## config.mk

```make
export PLATFORM = sky130hd
export DESIGN_NAME = cdv_reset_seq
export DESIGN_NICKNAME = d
export VERILOG_FILES = /design/src/rtl/cdv_reset_seq.sv
export SDC_FILE = /design/constraint.sdc
export NUM_CORES = 1
export LEC_CHECK = 0
export CORE_MARGIN = 10
export CORE_UTILIZATION = 57
export CTS_CLUSTER_DIAMETER = 120
export DETAILED_ROUTE_END_ITERATION = 16
export PLACE_DENSITY = 0.89
export SYNTH_ARGS = -nofsm -noshare
export SYNTH_HDL_FRONTEND = slang
export SYNTH_SLANG_ARGS = --single-unit
```

## constraint.sdc

```tcl
create_clock -name CLK -period 5 [get_ports CLK]
set_clock_uncertainty 0.05 [all_clocks]
set_input_delay 0.5 -clock CLK [delete_from_list [all_inputs] [get_ports CLK]]
set_output_delay 0.5 -clock CLK [all_outputs]
set_load 0.005 [all_outputs]
```

## src/rtl/cdv_reset_seq.sv

```systemverilog
// cdv_reset_seq: word-clock divider reset sequencer.
// Holds the divider in reset, waits for lock, settles, retries on timeout.
module cdv_reset_seq #(
  parameter int RST_CYCLES     = 8,
  parameter int SETTLE_CYCLES  = 16,
  parameter int TIMEOUT_CYCLES = 1024,
  parameter int MAX_RETRY      = 3
) (
  input  logic       CLK,
  input  logic       RST,
  input  logic       CDV_INIT,
  input  logic       CDV_LOCKED,
  output logic       CDV_RST,
  output logic       CDV_DONE,
  output logic       CDV_FAIL,
  output logic [2:0] RETRY_CNT,
  output logic [2:0] CDV_STATE
);

  localparam int CMAX_A =
    (RST_CYCLES > SETTLE_CYCLES) ? RST_CYCLES : SETTLE_CYCLES;
  localparam int CMAX =
    (CMAX_A > TIMEOUT_CYCLES) ? CMAX_A : TIMEOUT_CYCLES;
  localparam int CW = $clog2(CMAX + 1);

  localparam logic [CW-1:0] RST_LAST = CW'(RST_CYCLES - 1);
  localparam logic [CW-1:0] STL_LAST = CW'(SETTLE_CYCLES - 1);
  localparam logic [CW-1:0] TO_LAST  = CW'(TIMEOUT_CYCLES - 1);
  localparam logic [2:0]    RTY_MAX  = 3'(MAX_RETRY);

  typedef enum logic [2:0] {
    S_HOLD   = 3'd0,
    S_MINRST = 3'd1,
    S_WAIT   = 3'd2,
    S_SETTLE = 3'd3,
    S_DONE   = 3'd4,
    S_FAIL   = 3'd5
  } state_t;

  state_t          state_q;
  state_t          state_d;
  logic [CW-1:0]   cnt_q;
  logic [CW-1:0]   cnt_d;
  logic [2:0]      retry_d;
  logic            rst_d;
  logic            done_d;
  logic            fail_d;
  logic            lock_m;
  logic            lock_s;

  // Lock comes from the divider's clock domain.
  always_ff @(posedge CLK) begin
    if (!RST) begin
      lock_m <= 1'b0;
      lock_s <= 1'b0;
    end else begin
      lock_m <= CDV_LOCKED;
      lock_s <= lock_m;
    end
  end

  always_comb begin
    state_d = state_q;
    cnt_d   = cnt_q;
    retry_d = RETRY_CNT;
    if (CDV_INIT) begin
      state_d = S_HOLD;
      cnt_d   = '0;
      retry_d = '0;
    end else begin
      case (state_q)
        S_HOLD: begin
          cnt_d   = '0;
          retry_d = '0;
          state_d = S_MINRST;
        end
        S_MINRST: begin
          if (cnt_q == RST_LAST) begin
            state_d = S_WAIT;
            cnt_d   = '0;
          end else begin
            cnt_d = cnt_q + CW'(1);
          end
        end
        S_WAIT: begin
          if (lock_s) begin
            state_d = S_SETTLE;
            cnt_d   = '0;
          end else if (cnt_q == TO_LAST) begin
            cnt_d = '0;
            if (RETRY_CNT < RTY_MAX) begin
              retry_d = RETRY_CNT + 3'd1;
              state_d = S_MINRST;
            end else begin
              state_d = S_FAIL;
            end
          end else begin
            cnt_d = cnt_q + CW'(1);
          end
        end
        S_SETTLE: begin
          if (!lock_s) begin
            state_d = S_WAIT;
            cnt_d   = '0;
          end else if (cnt_q == STL_LAST) begin
            state_d = S_DONE;
            cnt_d   = '0;
          end else begin
            cnt_d = cnt_q + CW'(1);
          end
        end
        S_DONE: cnt_d = '0;
        S_FAIL: cnt_d = '0;
        default: begin
          state_d = S_HOLD;
          cnt_d   = '0;
          retry_d = '0;
        end
      endcase
    end
  end

  // Outputs are decoded from the state being entered, then registered.
  always_comb begin
    rst_d  = 1'b0;
    done_d = 1'b0;
    fail_d = 1'b0;
    unique case (1'b1)
      (state_d == S_HOLD),
      (state_d == S_MINRST): rst_d  = 1'b1;
      (state_d == S_DONE):   done_d = 1'b1;
      (state_d == S_FAIL):   fail_d = 1'b1;
      default: ;
    endcase
  end

  always_ff @(posedge CLK) begin
    if (!RST) begin
      state_q   <= S_HOLD;
      cnt_q     <= '0;
      RETRY_CNT <= '0;
      CDV_RST   <= 1'b1;
      CDV_DONE  <= 1'b0;
      CDV_FAIL  <= 1'b0;
    end else begin
      state_q   <= state_d;
      cnt_q     <= cnt_d;
      RETRY_CNT <= retry_d;
      CDV_RST   <= rst_d;
      CDV_DONE  <= done_d;
      CDV_FAIL  <= fail_d;
    end
  end

  assign CDV_STATE = state_q;

endmodule

```

==> results of run 1 <==
## worst max-delay path by stage
| stage | to | slack (ns) | cells after the start |
|---|---|---|---|
| after detailed placement | CDV_DONE | 2.98 | 5 |
| after floorplan | cnt_q[10] | 3.13 | 7 |
| after CTS | CDV_STATE[1] | 2.93 | 1 |
| after global routing | cnt_q[6] | 2.85 | 6 |
| after global placement | cnt_q[5] | 3.03 | 5 |
| final | CDV_STATE[1] | 2.92 | 1 |
## kinds of logic after synthesis
group | Yosys count | synth area share (%)
mux | 1 | 1.43
buf+inv | 7 | 3.34
flops | 22 | 42.0
simple gates | 57 | 29.2
fa+ha+maj | 2 | 2.38
xor+xnor | 9 | 7.51
compound gates | 19 | 14.2
## per-stage QoR
stage                     instances  total power [mW]
after floorplan                 117             0.190
after CTS                       154             0.271
after global placement          151             0.195
after global routing            154             0.278
after detailed placement        151             0.195
final                           154             0.268
## cells in the mapped netlist, types with 2 or more instances
cell type,count,area share (%)
and2_1,2,1.2
and3_1,3,1.8
nor4_1,2,1.2
nand2_1,6,2.1
dfxtp_1,22,42
nor3_1,4,1.9
nor2b_1,3,1.8
xnor2_1,7,5.8
a21oi_1,4,1.9
nor2_1,19,6.8
a31oi_1,2,1.2
nand3_1,5,2.4
nand4b_1,2,1.7
a211o_1,2,1.7
xor2_1,2,1.7
buf_4,2,1.4
o21ai_0,2,0.95
nand2b_1,3,1.8
nand4_1,2,1.2
ha_1,2,2.4
inv_1,4,1.4
## sequential cells by signal, summed over array words and instances, names as in the netlist
name and count:
CDV_DONE 1, CDV_FAIL 1, CDV_RST 1, CDV_STATE 3, RETRY_CNT 3, cnt_q 11
lock_m 1, lock_s 1
## metal layers
metal	GRT usage (%)	up-vias	wire length [um]	share of wire, %
met5	0	-	0	0
met3	3.76	9	137	6.4
met2	18.9	33	1030	48
met4	5.03	0	64	3.0
met1	11.7	410	902	42
li1	-	441	-	-
## area by class of cell
type | count | area, sq um
Multi-Input combinational cell | 88 | 574
Fill cell | 134 | 542
Sequential cell | 22 | 440
Timing Repair Buffer | 12 | 120
Tap cell | 25 | 31.3
Clock buffer | 3 | 22.5
Inverter | 4 | 15.0
## power by group through the flow
| stage | sequential [mW] | combinational (mW) | clock (mW) |
|---|---|---|---|
| floorplan | 0.182 | 0.00778 | 0 |
| global placement | 0.182 | 0.0125 | 0 |
| global route | 0.178 | 0.0144 | 0.0846 |
| detailed placement | 0.182 | 0.0128 | 0 |
| CTS | 0.178 | 0.0130 | 0.0797 |
| finish | 0.178 | 0.0131 | 0.0769 |
==> metrics.md, run 1 <==
| Metric | Value |
|---|---|
| Status | `finished clean` |
| R2R Path Start | `cnt_q[0]` |
| CTS sink count | `22` |
| Diode count | `0` |
| Routed vias | `893` |
| Place WS | `2.98 ns` |
| P_sw | `0.0571 mW` |
| Cell count after synthesis | `117` |
| Critical Path Start Type | `register` |
| Critical path's slowest cell | `dfxtp_1` |
| DRC viols | `0` |
| Crit path arrival time | `1.53 ns` |
| Maximum vdd drop | `0.149 mV` |
| Grt total ovfl | `0` |
| Fin crit share | `41.6%` |
| Max-slew violation count | `0` |
| Combinational power share | `4.9%` |
| Synth Flop Type | `dfxtp_1` |
| Crit-path max cell delay | `0.63 ns` |
| Cell Int Power | `0.211 mW` |
| Die W | `62.9 um` |
| HP Class | `register to register` |
| Worst hold margin | `0.409 ns` |
| Net Sw Frac | `21.3%` |
| Die Footprint | `3960 sq um` |
| Critical path capture point type | `output port` |
| Hold path depth | `1` |
| Syn Nets | `123` |
| Commonest non-fill, non-tap cell in the layout | `dfxtp_1` |
| PortBufs | `12` |
| Relative slew slack | `68.8%` |
| Synthesis-to-finish area growth | `14.7%` |
| Avg Cell Area, Syn | `8.97 sq um` |
| Max Fclk | `481 MHz` |
| #FFs+latches synth | `22` |
| Setup crit start | `CDV_STATE[1]` |
| Synth unique cells | `38` |
| Top Family by Delay on Critical Path | `flip-flops` |
| Worst Max-Slew Pin Slew | `0.467 ns` |
| CP max FO | `13` |
| Clock period minus worst slack | `2.08 ns` |
| Total Routing Usage GR | `11.0%` |
| I/O pins | `13` |
| Die Ht | `62.9 um` |
| DP HPWL | `1.61 mm` |
| Detailed Route Iter0 Violations | `41` |
| YS warnings | `0` |
| Core ar. | `1750 sq um` |
| First-pass GRT wire length | `3.63 mm` |
| Final instance area | `1200 sq um` |
| Number of cell rows | `15` |
| # setup viols final | `0` |
| Final core utilization | `69.0%` |
| Vias in the first global route | `811` |
| First-pass DRT Iterations | `5` |
| Routability cong. | `0.847` |
| Power density cells | `223 nW/um^2` |
| Initial cell density of the core | `60.1%` |
| # resized after CTS | `0` |
| Final ANT Viol Nets | `0` |
| EDFF count, synth | `0` |
| Via density | `5.80` |
| Worst R2R Path Depth | `6` |
| Share of cells above drive strength 1 | `7.75%` |
| RSZ-0062 raised after global routing | `false` |
| Fin nets | `137` |
| Hold Path End | `cnt_q[0]` |
| Clk root buf | `clkbuf_4` |
| CTS Buf Count | `3` |
| Hold_buf cts | `0` |
| CTS H-tree depth | `1` |
| Clock power frac | `28.7%` |
| Max cap viols | `0` |
| Max Root-Sink Buffers | `2` |
| Routed Wire Length | `2.13 mm` |
| Largest net degree at the start of global routing | `14` |
| Clk_lat worst skew | `0.30 ns` |
| Min-Delay Startpoint | `cnt_q[0]` |
| R2R setup slack | `2.98 ns` |
| CTS tree | `yes` |
| Setup TNS | `0 ns` |
| Worst path required time | `4.45 ns` |
| Setup Buffers After CTS | `0` |
| Async SR Flop Fraction | `0%` |
| CP bufs+invs | `1` |
| Flop pwr share | `66.4%` |
| R2r endpoint | `cnt_q[8]` |
| Worst setup margin | `2.92 ns` |
| Placement Cell Area | `1180 sq um` |
| Worst-path cell chain | `clkdlybuf4s50_1` |
| WS Path Type | `register to output port` |
| Routed len/inst | `13.9 um` |
| Hold Vio Cnt, Final | `0` |
| Mapped cell area | `1050 sq um` |
| Leakage Power | `0.416 nW` |
| Initial antenna violation count | `0` |
| Commonest cells after routing, fill and taps aside | `dfxtp_1 (22), nor2_1 (19), clkdlybuf4s50_1 (12), xnor2_1 (7), nand2_1 (6)` |
| CTS clk-pin slew, worst paths | `0.11 ns` |
| Sequential fraction of the synthesis area | `42.0%` |
Note: power is estimated with default switching activity, not from simulation.
==> inputs of run 2 (changes only) <==
--- a/config.mk
+++ b/config.mk
@@ -6,10 +6,10 @@
 export NUM_CORES = 1
 export LEC_CHECK = 0
 export CORE_MARGIN = 10
-export CORE_UTILIZATION = 57
+export CORE_UTILIZATION = 53
 export CTS_CLUSTER_DIAMETER = 120
 export DETAILED_ROUTE_END_ITERATION = 16
-export PLACE_DENSITY = 0.89
+export PLACE_DENSITY = 0.84
 export SYNTH_ARGS = -nofsm -noshare
 export SYNTH_HDL_FRONTEND = slang
 export SYNTH_SLANG_ARGS = --single-unit
==> constraint.sdc (replaced) <==
create_clock -name CLK -period 2.02 [get_ports CLK]
set_clock_uncertainty 0.05 [all_clocks]
set_input_delay 0.202 -clock CLK [delete_from_list [all_inputs] [get_ports CLK]]
set_output_delay 0.202 -clock CLK [all_outputs]
set_load 0.005 [all_outputs]
==> metrics.md, run 2 (synthesis results as in run 1) <==
| Metric | Value |
|---|---|
| Share of cells above drive strength 1 | `14.0% (+6.2 points)` |
| Fin crit share | `95.4%` |
| Diode count | `0 (unchanged)` |
| Top Family by Delay on Critical Path | `compound AO/OA/AOI/OAI gates` |
| Hold Vio Cnt, Final | `0 (unchanged)` |
| HP Class | `register to register` |
| CTS tree | `yes` |
| I/O pins | `13 (unchanged)` |
| Routed vias | `935 (+4.7%)` |
| Net Sw Frac | `20.6% (-0.72 points)` |
| Worst Max-Slew Pin Slew | `0.465 ns (-0.00144 ns)` |
| # setup viols final | `0 (unchanged)` |
| CTS clk-pin slew, worst paths | `0.11 ns (about the same)` |
| CTS H-tree depth | `1 (unchanged)` |
| Place WS | `0.112 ns (-2.86 ns)` |
| Max cap viols | `0 (unchanged)` |
| CTS Buf Count | `3 (unchanged)` |
| Initial cell density of the core | `54.6% (-5.5 points)` |
| Clock period minus worst slack | `1.93 ns` |
| Die W | `64.5 um (+2.5%)` |
| Via density | `5.74 (-1.1%)` |
| Critical path capture point type | `register` |
| Leakage Power | `0.453 nW (+8.8%)` |
| Routability cong. | `0.861 (+1.6%)` |
| Clk_lat worst skew | `0.30 ns (about the same)` |
| Fin nets | `143 (+4.4%)` |
| CTS sink count | `22 (unchanged)` |
| # resized after CTS | `0 (unchanged)` |
| Final ANT Viol Nets | `0 (unchanged)` |
| Commonest cells after routing, fill and taps aside | `dfxtp_1 (22), nor2_1 (18), clkdlybuf4s50_1 (12), xnor2_1 (7), nand2_1 (6)` |
| Relative slew slack | `68.9% (+0.096 points)` |
| DRC viols | `0 (unchanged)` |
| Worst-path cell chain | `ha_1 > buf_4 > and3b_1 > o32ai_2 > a31oi_1 > a211o_2 > nor2_1` |
| Final core utilization | `66.5% (-2.5 points)` |
| Crit-path max cell delay | `0.43 ns (-0.20 ns)` |
| Die Ht | `64.5 um (+2.5%)` |
| Power density cells | `556 nW/um^2 (+150%)` |
| First-pass GRT wire length | `3.92 mm (+8.0%)` |
| Routed len/inst | `14.7 um (+5.9%)` |
| Max Root-Sink Buffers | `2 (unchanged)` |
| Vias in the first global route | `879 (+8.4%)` |
| Hold_buf cts | `0 (unchanged)` |
| Total Routing Usage GR | `11.5% (+0.51 points)` |
| Routed Wire Length | `2.39 mm (+12%)` |
| Largest net degree at the start of global routing | `14 (unchanged)` |
| Max-slew violation count | `0 (unchanged)` |
| Number of cell rows | `16 (+1)` |
| Combinational power share | `4.9% (about the same)` |
| Critical path's slowest cell | `a211o_2` |
| Die Footprint | `4160 sq um (+5.1%)` |
| Critical Path Start Type | `register` |
| WS Path Type | `register to register` |
| CP bufs+invs | `1 (unchanged)` |
| Setup Buffers After CTS | `0 (unchanged)` |
| Synthesis-to-finish area growth | `21.7%` |
| Crit path arrival time | `2.12 ns (+0.59 ns)` |
| Max Fclk | `519 MHz` |
| Worst setup margin | `0.0937 ns (-2.83 ns)` |
| Flop pwr share | `62.2% (-4.2 points)` |
| Cell Int Power | `0.564 mW (+170%)` |
| Grt total ovfl | `0 (unchanged)` |
| Setup TNS | `0 ns (unchanged)` |
| Largest register FFs | `11 (unchanged)` |
| DP HPWL | `1.72 mm (+6.8%)` |
| Initial antenna violation count | `0 (unchanged)` |
| P_sw | `0.146 mW (+160%)` |
| First-pass DRT Iterations | `4 (-1)` |
| Largest Register | `cnt_q` |
| Detailed Route Iter0 Violations | `44 (+7.3%)` |
| Clk root buf | `clkbuf_4` |
| Maximum vdd drop | `0.549 mV (+270%)` |
| Commonest non-fill, non-tap cell in the layout | `dfxtp_1` |
| Worst path required time | `2.21 ns (-2.24 ns)` |
| PortBufs | `12 (unchanged)` |
| Clock power frac | `32.9% (+4.2 points)` |
| CP max FO | `6 (-7)` |
| Core ar. | `1920 sq um (+10%)` |
| Status | `finished clean` |
run 2: cell types whose count changed in the layout (fill, tap and decap cells not counted):
cell / previous run / this run
a211o_2: 0 / 1
buf_4: 0 / 5
clkbuf_8: 0 / 1
nor2_1: 19 / 18
nor2_2: 1 / 2
o32ai_1: 1 / 0
o32ai_2: 0 / 1
run 2: per-layer routing:
metal | up-vias | share of wire (%) | wire length (um) | track usage [%]
li1 | 454 | - | - | -
met1 | 434 | 40 | 962 | 12.6
met2 | 43 | 51 | 1210 | 19.6
met3 | 4 | 7.4 | 177 | 3.44
met4 | 0 | 1.6 | 38 | 5.88
met5 | - | 0 | 0 | 0
run 2: power groups by stage:
stage	Combinational, mW	Sequential [mW]	Clock [mW]
6_report	0.0345	0.442	0.233
5_1_grt	0.0377	0.443	0.256
4_1_cts	0.0328	0.442	0.242
3_5_place_dp	0.0322	0.451	0
3_3_place_gp	0.0317	0.451	0
2_1_floorplan	0.0192	0.450	0
run 2: final timing paths:
kind / from / cells past startpoint / slack, ns / end
setup reg to reg: cnt_q[0] / 7 / 0.09 / cnt_q[3]
setup / recovery: cnt_q[0] / 7 / 0.09 / cnt_q[3]
hold reg to reg: lock_m / 1 / 0.40 / lock_s
hold / removal: lock_m / 1 / 0.40 / lock_s
run 2: cell type report:
type | instances | area (sq um)
Inverter | 4 | 15.0
Sequential cell | 22 | 440
Tap cell | 27 | 33.8
Timing Repair Buffer | 17 | 158
Multi-Input combinational cell | 89 | 594
Clock buffer | 4 | 36.3
Fill cell | 176 | 644
run 2: worst reg2reg max path, delay by kind of cell, from the launching register on:
kind	cells	cell delay [ns]
DFF	1	0.34
buffers and inverters	1	0.15
adders and majority gates	1	0.21
AOI/OAI and AO/OA	3	0.80
and+or+nand+nor	2	0.32
run 2: metrics by stage:
step	std cells	hold slack, ns	area [sq um]	total power [mW]
global route	163	0.436	1280	0.736
global placement	158	0.364	1220	0.483
detailed placement	158	0.373	1220	0.484
CTS	162	0.402	1260	0.716
floorplan	117	0.231	1050	0.469
finish	163	0.397	1280	0.710
